$ cat src/rtl/alu_rr_scheduler_if.sv
// Request/response channels between NREQ requesters and the shared-ALU scheduler.
// Requesters drive valid + packed operands; the scheduler returns one tagged response.
interface alu_rr_scheduler_if #(
  parameter int nIO  = 8,
  parameter int NREQ = 4,
  parameter int IDW  = 2
);
  logic [NREQ-1:0]     req_valid;
  logic [NREQ-1:0]     req_ready;
  logic [NREQ*nIO-1:0] req_a;
  logic [NREQ*nIO-1:0] req_b;
  logic [NREQ*3-1:0]   req_op;
  logic                rsp_valid;
  logic                rsp_ready;
  logic [IDW-1:0]      rsp_id;
  logic [nIO-1:0]      rsp_z;
  logic                rsp_ov;

  modport master (
    output req_valid, req_a, req_b, req_op, rsp_ready,
    input  req_ready, rsp_valid, rsp_id, rsp_z, rsp_ov
  );

  modport slave (
    input  req_valid, req_a, req_b, req_op, rsp_ready,
    output req_ready, rsp_valid, rsp_id, rsp_z, rsp_ov
  );
endinterface

$ cat src/rtl/alu_rr_scheduler.sv
// Round-robin arbiter sequencing one external ALU: grant -> EXEC -> RESP, rsp_valid 2 clocks after grant.
// Response is held stable until rsp_ready; req_ready stays low while an operation is in flight.
module alu_rr_scheduler #(
  parameter int nIO  = 8,
  parameter int NREQ = 4,
  parameter int IDW  = 2,
  parameter int CNTW = 16
) (
  input  logic              clk,
  input  logic              rst_n,
  alu_rr_scheduler_if.slave bus,
  output logic [nIO-1:0]    alu_a,
  output logic [nIO-1:0]    alu_b,
  output logic [2:0]        alu_op,
  input  logic [nIO-1:0]    alu_z,
  input  logic              alu_ov,
  output logic              busy,
  output logic [CNTW-1:0]   op_count
);

  typedef enum logic [1:0] {IDLE, EXEC, RESP} state_e;

  state_e          state_q, state_d;
  logic [IDW-1:0]  ptr_q, ptr_d;
  logic [nIO-1:0]  alu_a_q, alu_a_d;
  logic [nIO-1:0]  alu_b_q, alu_b_d;
  logic [2:0]      alu_op_q, alu_op_d;
  logic [IDW-1:0]  rsp_id_q, rsp_id_d;
  logic [nIO-1:0]  rsp_z_q, rsp_z_d;
  logic            rsp_ov_q, rsp_ov_d;
  logic [CNTW-1:0] op_count_q, op_count_d;

  logic [nIO-1:0]  a_arr  [NREQ];
  logic [nIO-1:0]  b_arr  [NREQ];
  logic [2:0]      op_arr [NREQ];

  logic            gnt_vld;
  logic [IDW-1:0]  gnt_idx;
  logic [IDW:0]    cand;
  logic            grant_fire;
  logic            rsp_fire;

  always_comb begin
    for (int i = 0; i < NREQ; i++) begin
      a_arr[i]  = bus.req_a[i*nIO +: nIO];
      b_arr[i]  = bus.req_b[i*nIO +: nIO];
      op_arr[i] = bus.req_op[i*3 +: 3];
    end
  end

  // Walk downward so the candidate closest to ptr (smallest offset) wins.
  always_comb begin
    gnt_vld = 1'b0;
    gnt_idx = '0;
    cand    = '0;
    for (int k = NREQ - 1; k >= 0; k--) begin
      cand = {1'b0, ptr_q} + (IDW+1)'(k);
      if (cand >= (IDW+1)'(NREQ)) begin
        cand = cand - (IDW+1)'(NREQ);
      end
      if (bus.req_valid[cand[IDW-1:0]]) begin
        gnt_vld = 1'b1;
        gnt_idx = cand[IDW-1:0];
      end
    end
  end

  assign grant_fire = (state_q == IDLE) && gnt_vld;
  assign rsp_fire   = (state_q == RESP) && bus.rsp_ready;

  always_ff @(posedge clk or negedge rst_n) begin
    if (!rst_n) begin
      state_q <= IDLE;
    end else begin
      state_q <= state_d;
    end
  end

  always_comb begin
    state_d = state_q;
    case (state_q)
      IDLE:    if (gnt_vld) state_d = EXEC;
      EXEC:    state_d = RESP;
      RESP:    if (bus.rsp_ready) state_d = IDLE;
      default: state_d = IDLE;
    endcase
  end

  always_comb begin
    bus.req_ready = '0;
    bus.rsp_valid = 1'b0;
    busy          = 1'b0;
    case (state_q)
      IDLE: if (rst_n && gnt_vld) bus.req_ready[gnt_idx] = 1'b1;
      EXEC: busy = 1'b1;
      RESP: begin
        busy          = 1'b1;
        bus.rsp_valid = 1'b1;
      end
      default: ;
    endcase
  end

  always_comb begin
    ptr_d      = ptr_q;
    alu_a_d    = alu_a_q;
    alu_b_d    = alu_b_q;
    alu_op_d   = alu_op_q;
    rsp_id_d   = rsp_id_q;
    rsp_z_d    = rsp_z_q;
    rsp_ov_d   = rsp_ov_q;
    op_count_d = op_count_q;
    if (grant_fire) begin
      alu_a_d  = a_arr[gnt_idx];
      alu_b_d  = b_arr[gnt_idx];
      alu_op_d = op_arr[gnt_idx];
      rsp_id_d = gnt_idx;
    end
    if (state_q == EXEC) begin
      rsp_z_d  = alu_z;
      rsp_ov_d = alu_ov;
    end
    if (rsp_fire) begin
      op_count_d = op_count_q + CNTW'(1);
      ptr_d      = (rsp_id_q == IDW'(NREQ - 1)) ? '0 : rsp_id_q + IDW'(1);
    end
  end

  always_ff @(posedge clk or negedge rst_n) begin
    if (!rst_n) begin
      ptr_q      <= '0;
      alu_a_q    <= '0;
      alu_b_q    <= '0;
      alu_op_q   <= '0;
      rsp_id_q   <= '0;
      rsp_z_q    <= '0;
      rsp_ov_q   <= 1'b0;
      op_count_q <= '0;
    end else begin
      ptr_q      <= ptr_d;
      alu_a_q    <= alu_a_d;
      alu_b_q    <= alu_b_d;
      alu_op_q   <= alu_op_d;
      rsp_id_q   <= rsp_id_d;
      rsp_z_q    <= rsp_z_d;
      rsp_ov_q   <= rsp_ov_d;
      op_count_q <= op_count_d;
    end
  end

  assign alu_a      = alu_a_q;
  assign alu_b      = alu_b_q;
  assign alu_op     = alu_op_q;
  assign bus.rsp_id = rsp_id_q;
  assign bus.rsp_z  = rsp_z_q;
  assign bus.rsp_ov = rsp_ov_q;
  assign op_count   = op_count_q;

endmodule
$ cat src/flat_wrapper.sv
// flat-port wrapper written by rule: the top's interface ports become plain ports
module alu_rr_scheduler_flat 
#(
  parameter int nIO  = 8,
  parameter int NREQ = 4,
  parameter int IDW  = 2,
  parameter int CNTW = 16
)
  (clk, rst_n, alu_a, alu_b, alu_op, alu_z, alu_ov, busy, op_count, bus_req_valid, bus_req_a, bus_req_b, bus_req_op, bus_rsp_ready, bus_req_ready, bus_rsp_valid, bus_rsp_id, bus_rsp_z, bus_rsp_ov);
  alu_rr_scheduler_if #(.nIO(nIO), .NREQ(NREQ), .IDW(IDW)) bus_i ();
  input  logic clk;
  input  logic rst_n;
  output logic [nIO-1:0] alu_a;
  output logic [nIO-1:0] alu_b;
  output logic [2:0] alu_op;
  input  logic [nIO-1:0] alu_z;
  input  logic alu_ov;
  output logic busy;
  output logic [CNTW-1:0] op_count;
  input wire logic [$bits(bus_i.req_valid)-1:0] bus_req_valid;
  input wire logic [$bits(bus_i.req_a)-1:0] bus_req_a;
  input wire logic [$bits(bus_i.req_b)-1:0] bus_req_b;
  input wire logic [$bits(bus_i.req_op)-1:0] bus_req_op;
  input wire logic [$bits(bus_i.rsp_ready)-1:0] bus_rsp_ready;
  output wire logic [$bits(bus_i.req_ready)-1:0] bus_req_ready;
  output wire logic [$bits(bus_i.rsp_valid)-1:0] bus_rsp_valid;
  output wire logic [$bits(bus_i.rsp_id)-1:0] bus_rsp_id;
  output wire logic [$bits(bus_i.rsp_z)-1:0] bus_rsp_z;
  output wire logic [$bits(bus_i.rsp_ov)-1:0] bus_rsp_ov;
  assign bus_i.req_valid = bus_req_valid;
  assign bus_i.req_a = bus_req_a;
  assign bus_i.req_b = bus_req_b;
  assign bus_i.req_op = bus_req_op;
  assign bus_i.rsp_ready = bus_rsp_ready;
  assign bus_req_ready = bus_i.req_ready;
  assign bus_rsp_valid = bus_i.rsp_valid;
  assign bus_rsp_id = bus_i.rsp_id;
  assign bus_rsp_z = bus_i.rsp_z;
  assign bus_rsp_ov = bus_i.rsp_ov;
  alu_rr_scheduler #(.nIO(nIO), .NREQ(NREQ), .IDW(IDW), .CNTW(CNTW)) u_core (.clk(clk), .rst_n(rst_n), .bus(bus_i), .alu_a(alu_a), .alu_b(alu_b), .alu_op(alu_op), .alu_z(alu_z), .alu_ov(alu_ov), .busy(busy), .op_count(op_count));
endmodule
$ cat config.mk
export PLATFORM = sky130hd
export DESIGN_NAME = alu_rr_scheduler_flat
export DESIGN_NICKNAME = d
export VERILOG_FILES = /design/src/rtl/alu_rr_scheduler_if.sv /design/src/rtl/alu_rr_scheduler.sv /design/src/flat_wrapper.sv
export SDC_FILE = /design/constraint.sdc
export NUM_CORES = 1
export LEC_CHECK = 0
export ABC_AREA = 1
export CAP_MARGIN = 30
export CORE_MARGIN = 3
export CORE_UTILIZATION = 30
export DETAILED_ROUTE_END_ITERATION = 7
export PLACE_DENSITY = 0.74
export SLEW_MARGIN = 5
export SYNTH_ARGS = -nofsm -noshare
export SYNTH_HDL_FRONTEND = slang
export SYNTH_SLANG_ARGS = --single-unit
export TNS_END_PERCENT = 30
$ cat constraint.sdc
create_clock -name clk -period 2 [get_ports clk]
set_clock_uncertainty 0.1 [all_clocks]
set_input_delay 0.2 -clock clk [delete_from_list [all_inputs] [get_ports clk]]
set_output_delay 0.2 -clock clk [all_outputs]
set_load 0.1 [all_outputs]
==> flow_metrics.tcl <==
set metrics [dict create \
    status "finished, violations left" \
    violations "hold timing, setup timing" \
    maxSlewHeadroom_pct 56.7 \
    synth_largest_area_cell "dfrtp_1" \
    antenna_cells 0 \
    r2r_end "u_core.alu_b[5]" \
    grt_pass1_vias 3641 \
    insertion_delay_ps 300 \
    drt-initial-drc-count 171 \
    finalSetupViolCount 23 \
    io_pins 144 \
    std_cell_rows 36 \
    slew_violations 0 \
    worstPathCellList "buf_6, nand2_4, nand2_4, nand2_4, nand2_4, nor2_4, nor2_4, nand2_2, nand2_4, buf_4, nor3_4, buf_12" \
    critPathKind "flop to output port" \
    clockRootBuffer "clkbuf_8" \
    synth-xor-area-share_pct 3.61 \
    cts_tree "done" \
    antenna_found_initial 0 \
    required_ps 1700 \
    hold_buffers 0 \
    synth_fa_ha_area_share_pct 2.38 \
    placed_area_mm2 0.00488 \
    port_buffers 143 \
    area_delta_synth_final_pct 73.5 \
    place_congestion 0.942 \
    drive_above_1_share_pct 30.2 \
    met1_usage_pct 22.6 \
    dp_hpwl_mm 7.52 \
    start_util_pct 31.6 \
    cp.arrival_ps 2060 \
    vias 3426 \
    clock-sinks 50 \
    hold_slack_ps -21.7 \
    drtPass1Iterations 4 \
    final_hold_viol_count 11 \
    synthTopCellsByCount "nand2_1 (187), dfrtp_1 (50), nand3_1 (49), inv_1 (36), nand3b_1 (21)" \
    core_area_mm2 0.0100 \
    critPathBufInv 3 \
    die_h_um 109 \
    worst_setup_path_start_kind "flop" \
    maxCapViolations 0 \
    slowest_stage "dfrtp_2" \
    rsz0062_at_grt "yes" \
    fin_nets 706 \
    fmax_mhz 424 \
    syn_nets 534 \
    synth.area.mux_share_pct 3.57 \
    clock_path_buffers 2 \
    ys_seq_area_share_pct 39.7 \
    yosysUniqueCellTypes 29 \
    clkSlewWorstSetupHoldPaths_ps 90 \
    use_met2_pct 32.5 \
    drc_errors 0 \
    grt_overflow 0 \
    synth.yosys.warnings 0 \
    reg2regPathDepth 15 \
    netlist_area_mm2 0.00316 \
    synth_flop_cell "dfrtp_1" \
    synth_seq_cells 50 \
    crit_path_max_fanout 6 \
    grt_usage_pct 18.2 \
    antenna_left 0 \
    grt_max_degree 51 \
    r2r-start "u_core.ptr_q[0]" \
    viasPerCell 4.62 \
    cpMostUsedCell "nand2_4" \
    cts_max_level 2 \
    synth.top_cells.by_area "dfrtp_1 (40%), nand2_1 (22%), nand3_1 (7.8%)" \
    hp-class "input port to async pin" \
    synthArstFlopShare_pct 100 \
    met3_usage_pct 3.64 \
    synth_compound_area_share_pct 2.06 \
    tightestPinTransition_ps 649 \
    synth_top_family_by_area "simple AND/OR/NAND/NOR gates" \
    wirelength_mm 10.6 \
    reg2reg_setup_slack_ps -180 \
    die_area_mm2 0.0118 \
    finalInstanceArea_mm2 0.00547 \
    synth-edff-count 0 \
    top_usage_layer "met2" \
    max_stage_delay_ps 480 \
    setup_slack_ps -360 \
    wl_per_cell_um 14.3 \
    synth-simple-area-share_pct 39.7 \
    critical_path.top_delay_family "simple AND/OR/NAND/NOR gates" \
    synth_cells 436 \
    grt_pass1_wl_mm 17.0 \
    finalCritPeriodShare_pct 118 \
    synth_largest_type_area_fraction_pct 39.7 \
    synth_most_common_cell "nand2_1" \
    numCtsBuffers 5 \
    fillers 923 \
    dieWidth_um 109 \
    period_needed_ps 2360 \
    critPathCaptureType "output port" \
    syn_area_per_cell_um2 7.24 \
]
==> what timing repair did <==
item                       4_1_cts  5_1_grt
gates cloned                     5        0
setup buffers                   10        7
gates resized for setup         32       41
pin swaps                        9       18
setup endpoints to repair       23       29
==> cell families after synthesis <==
group,Yosys count
XOR/XNOR,13
adder cells (fa/ha/maj),6
multiplexers,10
AND/OR/NAND/NOR,285
flip-flops,50
AO/OA/AOI/OAI,12
buffers and inverters,60
==> sequential cells by signal (all words and copies together), names as in the netlist <==
signal	count
u_core.alu_a	8
u_core.alu_b	8
u_core.alu_op	3
u_core.bus.rsp_id	2
u_core.bus.rsp_ov	1
u_core.bus.rsp_z	8
u_core.op_count	16
u_core.ptr_q	2
u_core.state_q	2
==> per-layer routing <==
layer	vias to the layer above	share of wire (%)
met1	1588	43
met3	10	5.2
met4	0	0.86
met5	-	0
met2	116	51
li1	1712	-
==> worst reg2reg max path, delay by kind of cell (launching register included) <==
family / cells / cell delay, ps
buffers and inverters: 3 / 610
flip-flops: 1 / 480
AND/OR/NAND/NOR: 12 / 910
==> stage by stage <==
step	utilization, %	worst slack [ps]	hold slack (ps)	TNS (ps)	cells
floorplan	-	-419	-196	-2250	436
global placement	48.8	-175	344	-3170	716
detailed placement	48.8	-244	353	-4800	716
CTS	52.9	-338	13.8	-4850	737
global route	54.7	-450	31.9	-6700	742
finish	54.7	-360	-21.7	-3830	742
==> worst max path at each step <==
| stage | startpoint | endpoint | slack [ps] | depth (start not counted) |
|---|---|---|---|---|
| finish | u_core.ptr_q[0] | bus_req_ready[0] | -360 | 12 |
| global route | u_core.ptr_q[0] | bus_req_ready[0] | -450 | 12 |
| CTS | u_core.ptr_q[0] | bus_req_ready[1] | -340 | 9 |
| detailed placement | bus_req_valid[3] | bus_req_ready[1] | -240 | 11 |
| global placement | bus_req_valid[1] | bus_req_ready[1] | -170 | 11 |
| floorplan | u_core.ptr_q[0] | bus_req_ready[1] | -420 | 11 |
==> area by class of cell <==
type	instances	area, um^2	share of cell area, %
sequential	50	1260	22.9
clock buffer	6	82.6	1.51
tap	133	166	3.04
timing repair buffer	187	1880	34.4
inverter	38	145	2.65
multi-input combinational	326	1920	35.1
clock inverter	2	17.5	0.320
==> placed cells by master (no fill, tap or decap), types with 2 or more instances in the layout <==
master           synthesis  layout
nand3_1                 49      36
inv_2                    1       5
buf_4                    3      76
a21oi_1                  5       5
nand2_1                187     164
nand2_4                  0      15
inv_1                   36      32
clkinv_4                 0       2
buf_12                   0      11
mux2_2                  10      10
xnor2_1                  7       7
dfrtp_1                 50      46
o21ai_2                  0       2
buf_6                    5       4
buf_16                   0       4
nand3_2                  0      12
nor2_2                   5       5
clkbuf_8                 0       6
nand2_2                  6      14
ha_1                     6       5
nor2_4                   0       6
nor2_1                  12       6
nand3b_1                21      21
xor2_1                   6       6
clkdlybuf4s50_1          0      90
o21ai_0                  2       2
nor3_4                   0       2
dfrtp_2                  0       4
Power is not shown: default switching activity piles up to over one toggle a cycle in this logic, so the estimate is an artifact.
